[config.mk]
export PLATFORM = sky130hd
export DESIGN_NAME = iter_add_sub
export DESIGN_NICKNAME = d
export VERILOG_FILES = /design/src/rtl/iter_add_sub_pkg.sv /design/src/rtl/iter_add_sub_rca_chunk.sv /design/src/rtl/iter_add_sub.sv
export SDC_FILE = /design/constraint.sdc
export NUM_CORES = 1
export LEC_CHECK = 0
export CAP_MARGIN = 5
export CORE_MARGIN = 1.5
export CORE_UTILIZATION = 46
export CTS_CLUSTER_SIZE = 12
export DETAILED_ROUTE_END_ITERATION = 6
export GPL_ROUTABILITY_DRIVEN = 0
export PLACE_DENSITY_LB_ADDON = 0.25
export SYNTH_ARGS = -nofsm -noshare
export SYNTH_HDL_FRONTEND = slang
export SYNTH_HIERARCHICAL = 1
export SYNTH_SLANG_ARGS = --single-unit
[constraint.sdc]
create_clock -name clk -period 3.2 [get_ports clk]
set_input_delay 0.48 -clock clk [delete_from_list [all_inputs] [get_ports clk]]
set_output_delay 0.48 -clock clk [all_outputs]
set_load 0.01 [all_outputs]
[src/rtl/iter_add_sub_pkg.sv]
// Shared types and helpers for the iterative adder/subtractor.
// Optional saturation is enabled by defining SATURATE_EN (see iter_add_sub.sv).
package iter_add_sub_pkg;

    typedef enum logic [1:0] {
        ST_IDLE = 2'd0,
        ST_BUSY = 2'd1,
        ST_DONE = 2'd2
    } state_t;

    localparam logic OP_ADD = 1'b0;
    localparam logic OP_SUB = 1'b1;

    // Chunk index width; a single-chunk build still needs a 1-bit counter.
    function automatic int unsigned idx_width(input int unsigned nchunk);
        return (nchunk > 1) ? $clog2(nchunk) : 1;
    endfunction

endpackage

[src/rtl/iter_add_sub_rca_chunk.sv]
// CHUNK-bit ripple-carry adder built from a chain of 1-bit full adders.
module rca_chunk #(
    parameter int unsigned CHUNK = 4
) (
    input  logic [CHUNK-1:0] a,
    input  logic [CHUNK-1:0] b,
    input  logic             cin,
    output logic [CHUNK-1:0] s,
    output logic             cout
);

    logic [CHUNK:0] c;

    assign c[0] = cin;

    for (genvar i = 0; i < CHUNK; i++) begin : g_fa
        assign s[i]   = a[i] ^ b[i] ^ c[i];
        assign c[i+1] = (a[i] & b[i]) | (c[i] & (a[i] ^ b[i]));
    end

    assign cout = c[CHUNK];

endmodule

[src/rtl/iter_add_sub.sv]
// Multi-cycle add/subtract: WIDTH-bit operands summed CHUNK bits per cycle through one adder.
// Define SATURATE_EN to clamp y to the signed limit on overflow; otherwise y wraps.
module iter_add_sub
    import iter_add_sub_pkg::*;
#(
    parameter int unsigned WIDTH = 16,
    parameter int unsigned CHUNK = 4
) (
    input  logic             clk,
    input  logic             rst,
    input  logic             in_valid,
    output logic             in_ready,
    input  logic [WIDTH-1:0] a,
    input  logic [WIDTH-1:0] b,
    input  logic             sub,
    output logic             out_valid,
    input  logic             out_ready,
    output logic [WIDTH-1:0] y,
    output logic             cout,
    output logic             ovf
);

    localparam int unsigned NCHUNK = WIDTH / CHUNK;
    localparam int unsigned IDX_W  = idx_width(NCHUNK);
    localparam logic [IDX_W-1:0] LAST_IDX = IDX_W'(NCHUNK - 1);

    state_t             state, state_next;
    logic [IDX_W-1:0]   idx, idx_next;
    logic               carry, carry_next;
    logic [WIDTH-1:0]   b_q, b_next;
    logic [WIDTH-1:0]   a_eff, a_eff_next;
    logic [WIDTH-1:0]   y_next;
    logic               cout_next, ovf_next;
    logic [CHUNK-1:0]   a_chunk, b_chunk, sum_chunk;
    logic               chunk_carry;

    assign a_chunk = CHUNK'(a_eff >> (CHUNK * idx));
    assign b_chunk = CHUNK'(b_q >> (CHUNK * idx));

    rca_chunk #(.CHUNK(CHUNK)) u_rca (
        .a    (a_chunk),
        .b    (b_chunk),
        .cin  (carry),
        .s    (sum_chunk),
        .cout (chunk_carry)
    );

    // State and datapath registers
    always_ff @(posedge clk) begin
        if (rst) begin
            state     <= ST_IDLE;
            idx       <= '0;
            carry     <= 1'b0;
            b_q       <= '0;
            a_eff     <= '0;
            y         <= '0;
            cout      <= 1'b0;
            ovf       <= 1'b0;
            in_ready  <= 1'b1;
            out_valid <= 1'b0;
        end else begin
            state     <= state_next;
            idx       <= idx_next;
            carry     <= carry_next;
            b_q       <= b_next;
            a_eff     <= a_eff_next;
            y         <= y_next;
            cout      <= cout_next;
            ovf       <= ovf_next;
            in_ready  <= (state_next == ST_IDLE);
            out_valid <= (state_next == ST_DONE);
        end
    end

    // Next-state and datapath update
    always_comb begin
        state_next = state;
        idx_next   = idx;
        carry_next = carry;
        b_next     = b_q;
        a_eff_next = a_eff;
        y_next     = y;
        cout_next  = cout;
        ovf_next   = ovf;
        case (state)
            ST_IDLE: begin
                if (in_valid) begin
                    b_next     = b;
                    a_eff_next = (sub == OP_SUB) ? ~a : a;
                    carry_next = sub;
                    idx_next   = '0;
                    state_next = ST_BUSY;
                end
            end
            ST_BUSY: begin
                y_next[int'(idx)*CHUNK +: CHUNK] = sum_chunk;
                carry_next = chunk_carry;
                idx_next   = idx + IDX_W'(1);
                if (idx == LAST_IDX) begin
                    cout_next  = chunk_carry;
                    ovf_next   = (b_q[WIDTH-1] == a_eff[WIDTH-1]) &&
                                 (sum_chunk[CHUNK-1] != b_q[WIDTH-1]);
`ifdef SATURATE_EN
                    if (ovf_next) begin
                        y_next = b_q[WIDTH-1] ? {1'b1, {(WIDTH-1){1'b0}}}
                                              : {1'b0, {(WIDTH-1){1'b1}}};
                    end
`else
                    // Wrapping result: y already holds the modulo-2^WIDTH sum.
`endif
                    idx_next   = '0;
                    state_next = ST_DONE;
                end
            end
            ST_DONE: begin
                if (out_ready) begin
                    state_next = ST_IDLE;
                end
            end
            default: state_next = ST_IDLE;
        endcase
    end

endmodule

# [Word level (Yosys, flattened, before mapping)]
# Index checks and enable logic that the tools add are counted.
[word_totals] ff_bits=57 in_bits=37 out_inout_bits=20 wordCells=62
[classes] addsub=2 n_eq_ne=7 n_shift=4 n_mux=11 bitwise_logic=21 n_reduce_logical=7
[op_table] cell="negation 4 -> 34 bit" n=1
[op_table] cell="variable shift 4 x 34 -> 16 bit (first input constant)" n=1
[op_table] cell="indexed part select 4 x 34 -> 16 bit" n=1
[op_table] cell=">> shifter 16 x 4 -> 4 bit" n=2
[op_table] cell="bitwise mux 16 bit" n=1
[op_table] cell="2-to-1 mux 16 bit" n=1
[op_table] cell="inverter 16 bit" n=1
[op_table] cell="2-to-1 mux 2 bit" n=5
[op_table] cell="AND 1 bit" n=8
[op_table] cell="XOR 1 bit" n=8
[op_table] cell="== test 2 bit (second input constant)" n=3
[op_table] cell="one-hot mux 2 bit (3 select lines)" n=1
[op_table] cell="AND reduction 2 bit" n=3
[op_table] cell="zero test 2 bit" n=2
[op_table] cell="bitwise OR 1 bit" n=4
[op_table] cell="one-hot mux 2 bit (2 select lines)" n=1
[op_table] cell="adder 2 x 1 -> 2 bit (second input constant)" n=1
[op_table] cell="== test 2 x 1 -> 1 bit (second input constant)" n=1
[op_table] cell="!= test 2 bit (second input constant)" n=1
[op_table] cell="one-hot mux 1 bit (2 select lines)" n=1
[op_table] cell="nonzero test 2 bit" n=1
[op_table] cell="== test 1 bit" n=1
[op_table] cell="logical AND 1 bit" n=1
[op_table] cell="2-to-1 mux 1 bit" n=1
[op_table] cell="!= test 1 bit" n=1

# [Logic depth before layout (Yosys ltp)]
# Gate-level depths: netlist of run 1.
[logic_depth] ltp_word=11 ltp_mapped=13 depth_no_buf=12

# [By module]
# Netlist of run 1, hierarchy kept.
[modules_own_cells] mod="iter_add_sub" n_inst=1 cells_each=274 area_each_um2=2570.0 seq_area_each_um2=1141.1
[modules_own_cells] mod="rca_chunk" n_inst=1 cells_each=14 area_each_um2=117.6 seq_area_each_um2=0.0

# [Least setup slack after synthesis of run 1]
# No wires, ideal clock.
[synth_timing] path_type="register to register" startpoint="reg idx[0]" endpoint="reg ovf" setup_ns=0.132 t_arrival_ns=3.164 required_ns=3.068 setup_slack_ns=-0.096 path_stages_with_launch=14 path_buffers=1 path_cell_list="dfxtp_1 > buf_6 > mux4_2 > fa_1 > inv_1 > fa_1 > inv_1 > fa_1 > inv_1 > fa_1 > inv_1 > and3b_1 > a211oi_1 > nor3_1"
[synth_via] elab_chain_cells=11
[synth_lines] element="start, declared" line_no="iter_add_sub.sv:28" rtl="logic [IDX_W-1:0] idx, idx_next;"
[synth_lines] element="start signal, assigned" line_no="iter_add_sub.sv:63" rtl="idx <= idx_next;"
[synth_lines] element=">> shifter 16 x 4 -> 4 bit (*)" line_no="iter_add_sub.sv:38" rtl="assign b_chunk = CHUNK'(b_q >> (CHUNK * idx));"
[synth_lines] element="named net b_chunk[0]" line_no="iter_add_sub.sv:34" rtl="logic [CHUNK-1:0] a_chunk, b_chunk, sum_chunk;"
[synth_lines] element="XOR 1 bit" line_no="iter_add_sub_rca_chunk.sv:18" rtl="assign c[i+1] = (a[i] & b[i]) | (c[i] & (a[i] ^ b[i]));"
[synth_lines] element="AND 1 bit" line_no="iter_add_sub_rca_chunk.sv:18"
[synth_lines] element="bitwise OR 1 bit (*)" line_no="iter_add_sub_rca_chunk.sv:18"
[synth_lines] element="AND 1 bit (*)" line_no="iter_add_sub_rca_chunk.sv:18"
[synth_lines] element="bitwise OR 1 bit (*)" line_no="iter_add_sub_rca_chunk.sv:18"
[synth_lines] element="AND 1 bit (*)" line_no="iter_add_sub_rca_chunk.sv:18"
[synth_lines] element="bitwise OR 1 bit (*)" line_no="iter_add_sub_rca_chunk.sv:18"
[synth_lines] element="XOR 1 bit (*)" line_no="iter_add_sub_rca_chunk.sv:17" rtl="assign s[i] = a[i] ^ b[i] ^ c[i];"
[synth_lines] element="named net sum_chunk[3]" line_no="iter_add_sub.sv:34"
[synth_lines] element="!= test 1 bit (*)" line_no="iter_add_sub.sv:102" rtl="(sum_chunk[CHUNK-1] != b_q[WIDTH-1]);"
[synth_lines] element="logical AND 1 bit (*)" line_no="iter_add_sub.sv:101" rtl="ovf_next = (b_q[WIDTH-1] == a_eff[WIDTH-1]) &&"
[synth_lines] element="end signal, assigned" line_no="iter_add_sub.sv:69" rtl="ovf <= ovf_next;"
[synth_lines] element="end, declared" line_no="iter_add_sub.sv:20" rtl="output logic ovf"
# The timed path passes the listed nets; every way through them passes the cells marked *.
# A chain may end at the register's enable or synchronous reset.

# [Worst setup path in the final report of run 1]
[layout_timing] startpoint="reg idx[0]" endpoint="reg ovf"
[layout_via] elab_chain_cells=11
[layout_lines] element=">> shifter 16 x 4 -> 4 bit (*)" line_no="iter_add_sub.sv:37" rtl="assign a_chunk = CHUNK'(a_eff >> (CHUNK * idx));"
[layout_lines] element="named net a_chunk[0]" line_no="iter_add_sub.sv:34"
[layout_lines] element="XOR 1 bit" line_no="iter_add_sub_rca_chunk.sv:18"
[layout_lines] element="AND 1 bit" line_no="iter_add_sub_rca_chunk.sv:18"
[layout_lines] element="bitwise OR 1 bit (*)" line_no="iter_add_sub_rca_chunk.sv:18"
[layout_lines] element="AND 1 bit (*)" line_no="iter_add_sub_rca_chunk.sv:18"
[layout_lines] element="bitwise OR 1 bit (*)" line_no="iter_add_sub_rca_chunk.sv:18"
[layout_lines] element="AND 1 bit (*)" line_no="iter_add_sub_rca_chunk.sv:18"
[layout_lines] element="bitwise OR 1 bit (*)" line_no="iter_add_sub_rca_chunk.sv:18"
[layout_lines] element="XOR 1 bit (*)" line_no="iter_add_sub_rca_chunk.sv:17"
[layout_lines] element="named net sum_chunk[3]" line_no="iter_add_sub.sv:34"
[layout_lines] element="!= test 1 bit (*)" line_no="iter_add_sub.sv:102"
[layout_lines] element="logical AND 1 bit (*)" line_no="iter_add_sub.sv:101"
# Marked as above.

==> results of run 1 <==
layer usage:
layer / track usage, % / wire length [µm]
met5: 0 / 0
met4: 4.74 / 47
met3: 6.63 / 266
met2: 32.2 / 2720
met1: 22.7 / 2410
Yosys cell counts, drive strengths merged:
cell / count
dfxtp: 57
nand2: 41
a21oi: 28
inv: 24
nor2: 20
buf: 19
a211oi: 18
xnor2: 16
mux4: 8
o32ai: 8
ha: 6
nand2b: 6
nand3: 5
fa: 4
nand4: 4
and3b: 3
nand3b: 3
nor3b: 3
a22oi: 2
and2: 2
nand4b: 2
or3b: 2
a221oi: 1
and2b: 1
clkbuf: 1
nor2b: 1
nor3: 1
o21bai: 1
o22ai: 1
layout make-up:
type | count | share of cell area (%)
inverter | 24 | 2.59
tap | 72 | 2.59
timing repair buffer | 63 | 17.5
clock inverter | 3 | 1.15
sequential | 57 | 33.0
clock buffer | 13 | 4.29
multi-input combinational | 187 | 38.9
worst reg2reg max path: cells and delay by family (launching register included):
kind,cells,cell delay [ns]
flip-flops,1,0.37
buffers and inverters,4,0.26
multiplexers,1,0.52
AO/OA/AOI/OAI,1,0.19
AND/OR/NAND/NOR,2,0.25
adder cells (fa/ha/maj),4,1.27
metrics by stage:
| step | setup slack (ns) | hold WS [ns] | instance area (µm²) |
|---|---|---|---|
| CTS | 0.119 | 0.454 | 3460 |
| global placement | 0.172 | 0.438 | 3270 |
| global route | 0.0260 | 0.473 | 3470 |
| floorplan | 0.00930 | 0.433 | 2690 |
| finish | 0.193 | 0.453 | 3470 |
| detailed placement | 0.131 | 0.446 | 3270 |
worst max-delay path by stage:
stage,from,to,depth (start not counted),slack (ns)
finish,idx[0],ovf,12,0.19
global route,idx[0],ovf,12,0.03
CTS,idx[0],ovf,12,0.12
detailed placement,idx[0],ovf,12,0.13
global placement,idx[0],ovf,12,0.17
floorplan,idx[0],ovf,13,0.009
what timing repair did:
action,4_1_cts,5_1_grt
gates resized for setup,0,3
hold buffers,0,0
setup endpoints to repair,0,1
layout by cell type, fill, tap and decap left out, drive strengths merged, types with 2 or more instances in the layout:
master         count
nand2b             6
xnor2             16
nand3b             3
dfxtp             57
or3b               2
nand4b             2
buf                8
clkdlybuf4s50     55
fa                 4
and2               2
nand2             41
inv               24
clkbuf            13
nor2              20
mux4               8
a21oi             28
nand4              4
clkinv             2
nand3              5
a22oi              2
o32ai              8
and3b              3
a211oi            18
nor3b              3
ha                 6
sequential cells by signal (all words and copies together), names as in the netlist:
signal	cells
in_ready	1
carry	1
a_eff	16
ovf	1
state	2
b_q	16
idx	2
y	16
cout	1
out_valid	1
power by group through the flow:
stage / clock, W / sequential [W] / combinational [W]
6_report: 0.000647 / 0.000775 / 0.000268
3_5_place_dp: 0 / 0.000791 / 0.000267
5_1_grt: 0.000697 / 0.000779 / 0.000294
2_1_floorplan: 0 / 0.000783 / 0.000174
3_3_place_gp: 0 / 0.000789 / 0.000263
4_1_cts: 0.000660 / 0.000775 / 0.000268
cells by family (layout without fill, tap and decap cells):
family                     after synthesis  in the layout  synth area share, %
buffers and inverters                   44            103                 7.77
DFF                                     57             57                 42.5
adders and majority gates               10             10                 5.77
muxes                                    8              8                 6.70
xor gates and xnor gates                16             16                 5.21
AOI/OAI and AO/OA                       59             59                 14.4
and+or+nand+nor                         94             94                 17.7
==> impl_metrics.json, run 1 <==
{
  "p_leak_nw": 1.25,
  "cp_max_fo": 4,
  "io_pins": 57,
  "hold_viol": 0,
  "critPathKind": "flop to flop",
  "fp.dieH_um": 79.4,
  "cpMostUsedCell": "inv_1",
  "ys_ff_latch": 57,
  "share_comb_of_total_power_pct": 15.9,
  "diodes": 0,
  "drt_iter0_drc": 79,
  "finalCritPeriodShare_pct": 94.0,
  "drc": 0,
  "critical-path-top-delay-family": "adder cells",
  "hold-path-endpoint": "y[5]",
  "power.internal_w": 0.00126,
  "die-area_um2": 6310,
  "cp_slowest_cell": "mux4_2",
  "ant_nets": 0,
  "rrSetupSlack_ns": 0.19,
  "start_util_pct": 48.2,
  "fin_util_pct": 62.3,
  "antenna_found_initial": 0,
  "final_nets": 389,
  "first_pass_iters": 4,
  "max_cap_viol_count": 0,
  "synth.area.top_cells": "dfxtp_1 42%, mux4_2 6.7%, nand2_1 5.7%",
  "grt_pass1_vias": 2081,
  "htree_levels": 3,
  "place_inst": 403,
  "synth_cell_types": 34,
  "worst_pin_slew_ns": 0.876,
  "hp-class": "flop to flop",
  "max_stage_delay_ns": 0.52,
  "syn_inst": 288,
  "ir_drop_mv": 0.311,
  "start_kind": "flop",
  "cts_buffer_depth": 2,
  "ff2ff_path_depth": 12,
  "seq_area_frac_synth_pct": 42.5,
  "hp-start": "y[5]",
  "status": "finished, final reports clean",
  "dp_hpwl_um": 4010,
  "timing.fmax_mhz": 333,
  "cts_buffers": 9,
  "overflow": 0,
  "cts-root-buf": "clkbuf_8",
  "p_sw_share_pct": 25.2,
  "grt_first_pass_wirelength_um": 9230,
  "fin_tns_setup_ns": 0,
  "cts_setup_buffers": 0,
  "p_total_w": 0.00169,
  "drt_wl_total_um": 5440,
  "seqPwrFrac_pct": 45.8,
  "multiInputGateArea_um2": 1350,
  "synth_top_area_share_pct": 42.5,
  "cp.required_ns": 3.40,
  "layout.cells.non_filler": 419,
  "setup_viol": 0,
  "synth_area_um2": 2690,
  "grt_max_degree": 49,
  "clkPwrFrac_pct": 38.3,
  "clk_latency_ns": 0.33,
  "cts_tree": "yes",
  "nFillCells": 508,
  "area_growth_pct": 29.2,
  "rows": 27,
  "period_needed_ns": 3.01,
  "wl_per_cell_um": 13.0,
  "r2r-start": "idx[0]",
  "worstHoldPathCells": 2,
  "die_w_um": 79.4,
  "worst_clock_skew_ns": 0.00612,
  "core_um2": 5570,
  "syn-num-nets": 335,
  "slew_violations": 0,
  "clk_pin_slew_worst_paths_ns": 0.06,
  "p_switching_w": 0.000425,
  "synth_warnings": 6,
  "final_layout_size_suffix_gt1_share_pct": 10.4,
  "timing.rr.end": "ovf",
  "crit_buf_inv": 4,
  "vias_per_cell": 5.13,
  "synth_top_area_cell": "dfxtp_1",
  "seqCellArea_um2": 1140,
  "grt_usage_pct": 18.9,
  "vias": 2150,
  "max_slew_margin_pct": 41.4,
  "rsz0062_at_grt": "no",
  "portBuffers": 56,
  "clock_sinks": 57,
  "worst_setup_path_end_kind": "flop",
  "p_per_area_nw_per_um2": 486,
  "syn_avg_cell_area_um2": 9.33,
  "arrival_ns": 3.20,
  "crit_chain": "mux4_2 -> fa_2 -> inv_1 -> fa_1 -> inv_1 -> fa_1 -> inv_1 -> fa_1 -> inv_1 -> and3b_1 -> a211oi_2 -> nor3_1"
}
(Power assumes the default switching activity.)
==> run 2: changes to the inputs <==
- CORE_UTILIZATION: 46 -> 47
- CTS_BUF_LIST: not set -> sky130_fd_sc_hd__clkbuf_4
==> impl_metrics.json, run 2 (synthesis results as in run 1) <==
{
  "worst_clock_skew_ns": 0.00906,
  "antenna_found_initial": 0,
  "rows": 27,
  "path_depth": 12,
  "critical-path-top-delay-family": "adder cells",
  "multiInputGateArea_um2": 1350,
  "hp-class": "flop to flop",
  "wl_per_cell_um": 13.3,
  "seqCellArea_um2": 1140,
  "layout.cells.non_filler": 419,
  "drc": 0,
  "vias": 2115,
  "nFillCells": 478,
  "grt_first_pass_wirelength_um": 9430,
  "die_w_um": 78.6,
  "critPathKind": "flop to flop",
  "hold_buffers": 0,
  "cts_buffer_depth": 2,
  "htree_levels": 3,
  "p_leak_nw": 1.21,
  "grt_pass1_vias": 2023,
  "io_pins": 57,
  "start_util_pct": 48.8,
  "vias_per_cell": 5.05,
  "max_cap_viol_count": 0,
  "timing.rr.end": "ovf",
  "final_layout_size_suffix_gt1_share_pct": 10.7,
  "hold-path-endpoint": "y[4]",
  "hp-start": "y[4]",
  "fin_tns_setup_ns": 0,
  "critPathLaunch": "idx[0]",
  "die-area_um2": 6180,
  "status": "finished, final reports clean",
  "portBuffers": 56,
  "overflow": 0,
  "top_regs": "a_eff: 16 flops, b_q: 16 flops, y: 16 flops",
  "clock_sinks": 57,
  "dp_worst_setup_slack_ns": 0.140,
  "clk_latency_ns": 0.39,
  "start_kind": "flop",
  "drt_wl_total_um": 5560,
  "fin_ws_ns": 0.180,
  "cp_max_fo": 4,
  "grt_usage_pct": 19.9,
  "cp.required_ns": 3.47,
  "clk_pin_slew_worst_paths_ns": 0.09,
  "place_inst": 403,
  "diodes": 0,
  "final_cell_mix": "56 x dfxtp_1, 55 x clkdlybuf4s50_1, 41 x nand2_1",
  "hold_viol": 0,
  "p_per_area_nw_per_um2": 433,
  "cts_tree": "yes",
  "timing.fmax_mhz": 331,
  "layout_commonest_cell": "dfxtp_1",
  "ir_drop_mv": 0.233,
  "fp.dieH_um": 78.6,
  "crit_buf_inv": 4,
  "core_um2": 5510,
  "worst_setup_path_end_kind": "flop",
  "final_nets": 389,
  "dp_hpwl_um": 3970,
  "max_stage_delay_ns": 0.52,
  "worstHoldPathCells": 2,
  "first_pass_iters": 4,
  "grt_max_degree": 49,
  "finalCritPeriodShare_pct": 94.4,
  "area_growth_pct": 26.1,
  "slew_violations": 0,
  "cpMostUsedCell": "inv_1",
  "cp_slowest_cell": "mux4_2",
  "rsz0062_at_grt": "no",
  "max_slew_margin_pct": 41.5,
  "setup_viol": 0,
  "arrival_ns": 3.29,
  "r2r-start": "idx[0]",
  "cts_setup_buffers": 0,
  "cts_buffers": 9,
  "drt_iter0_drc": 110,
  "cts-root-buf": "clkbuf_4",
  "crit_chain": "mux4_2 -> fa_2 -> inv_1 -> fa_1 -> inv_1 -> fa_1 -> inv_1 -> fa_1 -> inv_1 -> and3b_1 -> a211oi_2 -> nor3_1",
  "ff2ff_path_depth": 12,
  "cts_resized": 0,
  "rrSetupSlack_ns": 0.18,
  "worst_pin_slew_ns": 0.875,
  "period_needed_ns": 3.02,
  "ant_nets": 0
}
## run 2: where the power goes
part	switching, W	internal, W
Sequential	0.0000264	0.000748
Clock	0.000256	0.000168
Combinational	0.000134	0.000137
Total	0.000416	0.00105
## run 2: metrics by stage
| step | power, W | util (%) | instance area, µm² | hold WS (ns) |
|---|---|---|---|---|
| final | 0.00147 | 61.6 | 3390 | 0.458 |
| after global routing | 0.00155 | 61.6 | 3390 | 0.481 |
| after detailed placement | 0.00106 | 59.5 | 3270 | 0.447 |
| after global placement | 0.00105 | 59.5 | 3270 | 0.438 |
| after floorplan | 0.000958 | - | 2690 | 0.433 |
| after CTS | 0.00148 | 61.4 | 3380 | 0.462 |
## run 2: worst min-delay path, stage by stage, from the launching register on
cell and delay (ns):
dfxtp_1 0.32, nand2_1 0.05, a21oi_1 0.05
## run 2: cell type report
cell class,instances,area share [%]
Clock inverter,5,0.664
Multi-Input combinational cell,187,39.9
Sequential cell,57,33.8
Clock buffer,11,2.44
Inverter,24,2.66
Tap cell,72,2.66
Timing Repair Buffer,63,17.9
## run 2: worst max path at each step
| stage | to | slack [ns] |
|---|---|---|
| floorplan | ovf | 0.009 |
| detailed placement | ovf | 0.14 |
| global route | ovf | 0.0008 |
| finish | ovf | 0.18 |
| CTS | ovf | 0.13 |
| global placement | ovf | 0.18 |
## run 2: routing by layer
metal	vias to the layer above	track usage, %	share of wire [%]
met2	47	32.0	46
met5	-	0	0
met4	0	10.0	1.7
met1	956	25.0	48
li1	1102	-	-
met3	10	4.30	3.4
==> run 3: changes to the inputs <==
- PLACE_DENSITY: not set -> 0.78
- PLACE_DENSITY_LB_ADDON: 0.25 -> not set
- SETUP_SLACK_MARGIN: not set -> 0.4
- SLEW_MARGIN: not set -> 20
==> impl_metrics.json, run 3 (synthesis results as in run 1) <==
{
  "cp_slowest_cell": "mux4_2",
  "status": "finished, final reports clean",
  "cts_buffers": 9,
  "arrival_ns": 3.22,
  "nFillCells": 463,
  "fin_area_um2": 3430,
  "fin_tns_setup_ns": 0,
  "grt_pass1_vias": 2107,
  "final_layout_size_suffix_gt1_share_pct": 12.9,
  "drt_wl_total_um": 5480,
  "die-area_um2": 6180,
  "crit_buf_inv": 4,
  "timing.rr.end": "ovf",
  "max_cap_viol_count": 0,
  "htree_levels": 3,
  "clock_sinks": 57,
  "max_stage_delay_ns": 0.52,
  "whs_ns": 0.455,
  "place_area_um2": 3270,
  "ff2ff_path_depth": 12,
  "final_nets": 391,
  "ir_drop_mv": 0.321,
  "top_regs": "a_eff: 16 flops, b_q: 16 flops, y: 16 flops",
  "first_pass_iters": 4,
  "fin_util_pct": 62.4,
  "worstHoldPathCells": 2,
  "rsz0062_at_grt": "yes",
  "worst_pin_slew_ns": 0.880,
  "drt_iter0_drc": 122,
  "grt_usage_pct": 19.8,
  "die_w_um": 78.6,
  "fp.dieH_um": 78.6,
  "setup_viol": 0,
  "final_cell_mix": "55 x dfxtp_1, 55 x clkdlybuf4s50_1, 41 x nand2_1",
  "slew_violations": 0,
  "dr_wl_met2_um": 2600,
  "worst_clock_skew_ns": 0.0116,
  "p_total_w": 0.00154,
  "period_needed_ns": 2.94,
  "critical-path-top-delay-family": "adder cells",
  "cts-root-buf": "clkbuf_4",
  "hold_viol": 0,
  "finalCritPeriodShare_pct": 91.8,
  "worst_setup_path_end_kind": "flop",
  "r2r-start": "idx[0]",
  "cp.required_ns": 3.48,
  "hold-path-endpoint": "y[4]",
  "rows": 27,
  "grt_first_pass_wirelength_um": 9340,
  "start_util_pct": 48.8,
  "critPathKind": "flop to flop",
  "io_pins": 57,
  "crit_chain": "mux4_2 -> fa_2 -> inv_2 -> fa_2 -> inv_1 -> fa_2 -> inv_2 -> fa_1 -> inv_2 -> and3b_1 -> a211oi_2 -> nor3_1",
  "cts_buffer_depth": 2,
  "max_slew_margin_pct": 41.1,
  "clk_pin_slew_worst_paths_ns": 0.09,
  "rrSetupSlack_ns": 0.26,
  "met1_length_um": 2460,
  "portBuffers": 56,
  "wl_per_cell_um": 13.1,
  "p_leak_nw": 1.23,
  "cp_max_fo": 4,
  "start_kind": "flop",
  "dp_hpwl_um": 3920,
  "drc": 0,
  "core_um2": 5510,
  "area_growth_pct": 27.8,
  "hp-class": "flop to flop",
  "hold_buffers": 0,
  "vias": 2168,
  "overflow": 0,
  "p_per_area_nw_per_um2": 449,
  "cts_tree": "yes",
  "vias_per_cell": 5.16,
  "antenna_found_initial": 0,
  "topRoutingLayerUsed": "met4",
  "hp-start": "y[4]",
  "timing.fmax_mhz": 340,
  "grt_max_degree": 49,
  "route.met3.wl_um": 303,
  "ant_nets": 0,
  "clk_latency_ns": 0.41,
  "diodes": 0
}
[run 3: cell count changes in the layout (fill, tap and decap cells not counted), sizes merged]
cell,before,now
clkbuf,11,10
clkinv,5,4
buf,8,10
bufinv,0,1
[run 3: how the worst max path moves through the flow]
stage / from / endpoint / cells past startpoint
6_report: idx[0] / ovf / 12
5_1_grt: idx[0] / ovf / 12
4_1_cts: idx[0] / ovf / 12
3_5_place_dp: idx[0] / ovf / 12
3_3_place_gp: idx[0] / ovf / 12
2_1_floorplan: idx[0] / ovf / 13
[run 3: area by class of cell]
class	count	area, µm²	area share, %
inverters	24	90.1	2.62
flip-flops and latches	57	1150	33.4
clock buffers	10	75.1	2.19
multi-input cells	187	1360	39.7
clock inverters	5	47.5	1.38
well taps	72	90.1	2.62
repair buffers	65	623	18.1
[run 3: power breakdown]
| group | internal [W] | leakage, nW | switching [W] |
|---|---|---|---|
| Clock | 0.000235 | 0.0711 | 0.000259 |
| Sequential | 0.000748 | 0.468 | 0.0000276 |
| Combinational | 0.000141 | 0.689 | 0.000133 |
[run 3: tightest hold or removal path, delay by kind of cell, from the launching register on]
family / cells / cell delay (ns)
DFF: 1 / 0.32
AOI/OAI and AO/OA: 1 / 0.05
and+or+nand+nor: 1 / 0.05
[run 3: what timing repair did]
item,in CTS,in global routing
endpoints found under the hold margin,0,0
setup endpoints to repair,5,6
resized for setup,0,2
pin swaps,4,1
buffers inserted,4,0
[run 3: through the flow]
stage	cells	worst slack (ns)
floorplan	288	0.190
global placement	401	0.164
detailed placement	401	0.117
CTS	420	0.258
global route	420	0.158
finish	420	0.262
[run 3: layer usage]
layer  vias up  global-route usage, %
li1       1103                      -
met4         0                   10.7
met5         -                      0
met3        13                   6.05
met2        72                   31.4
met1       980                   23.9
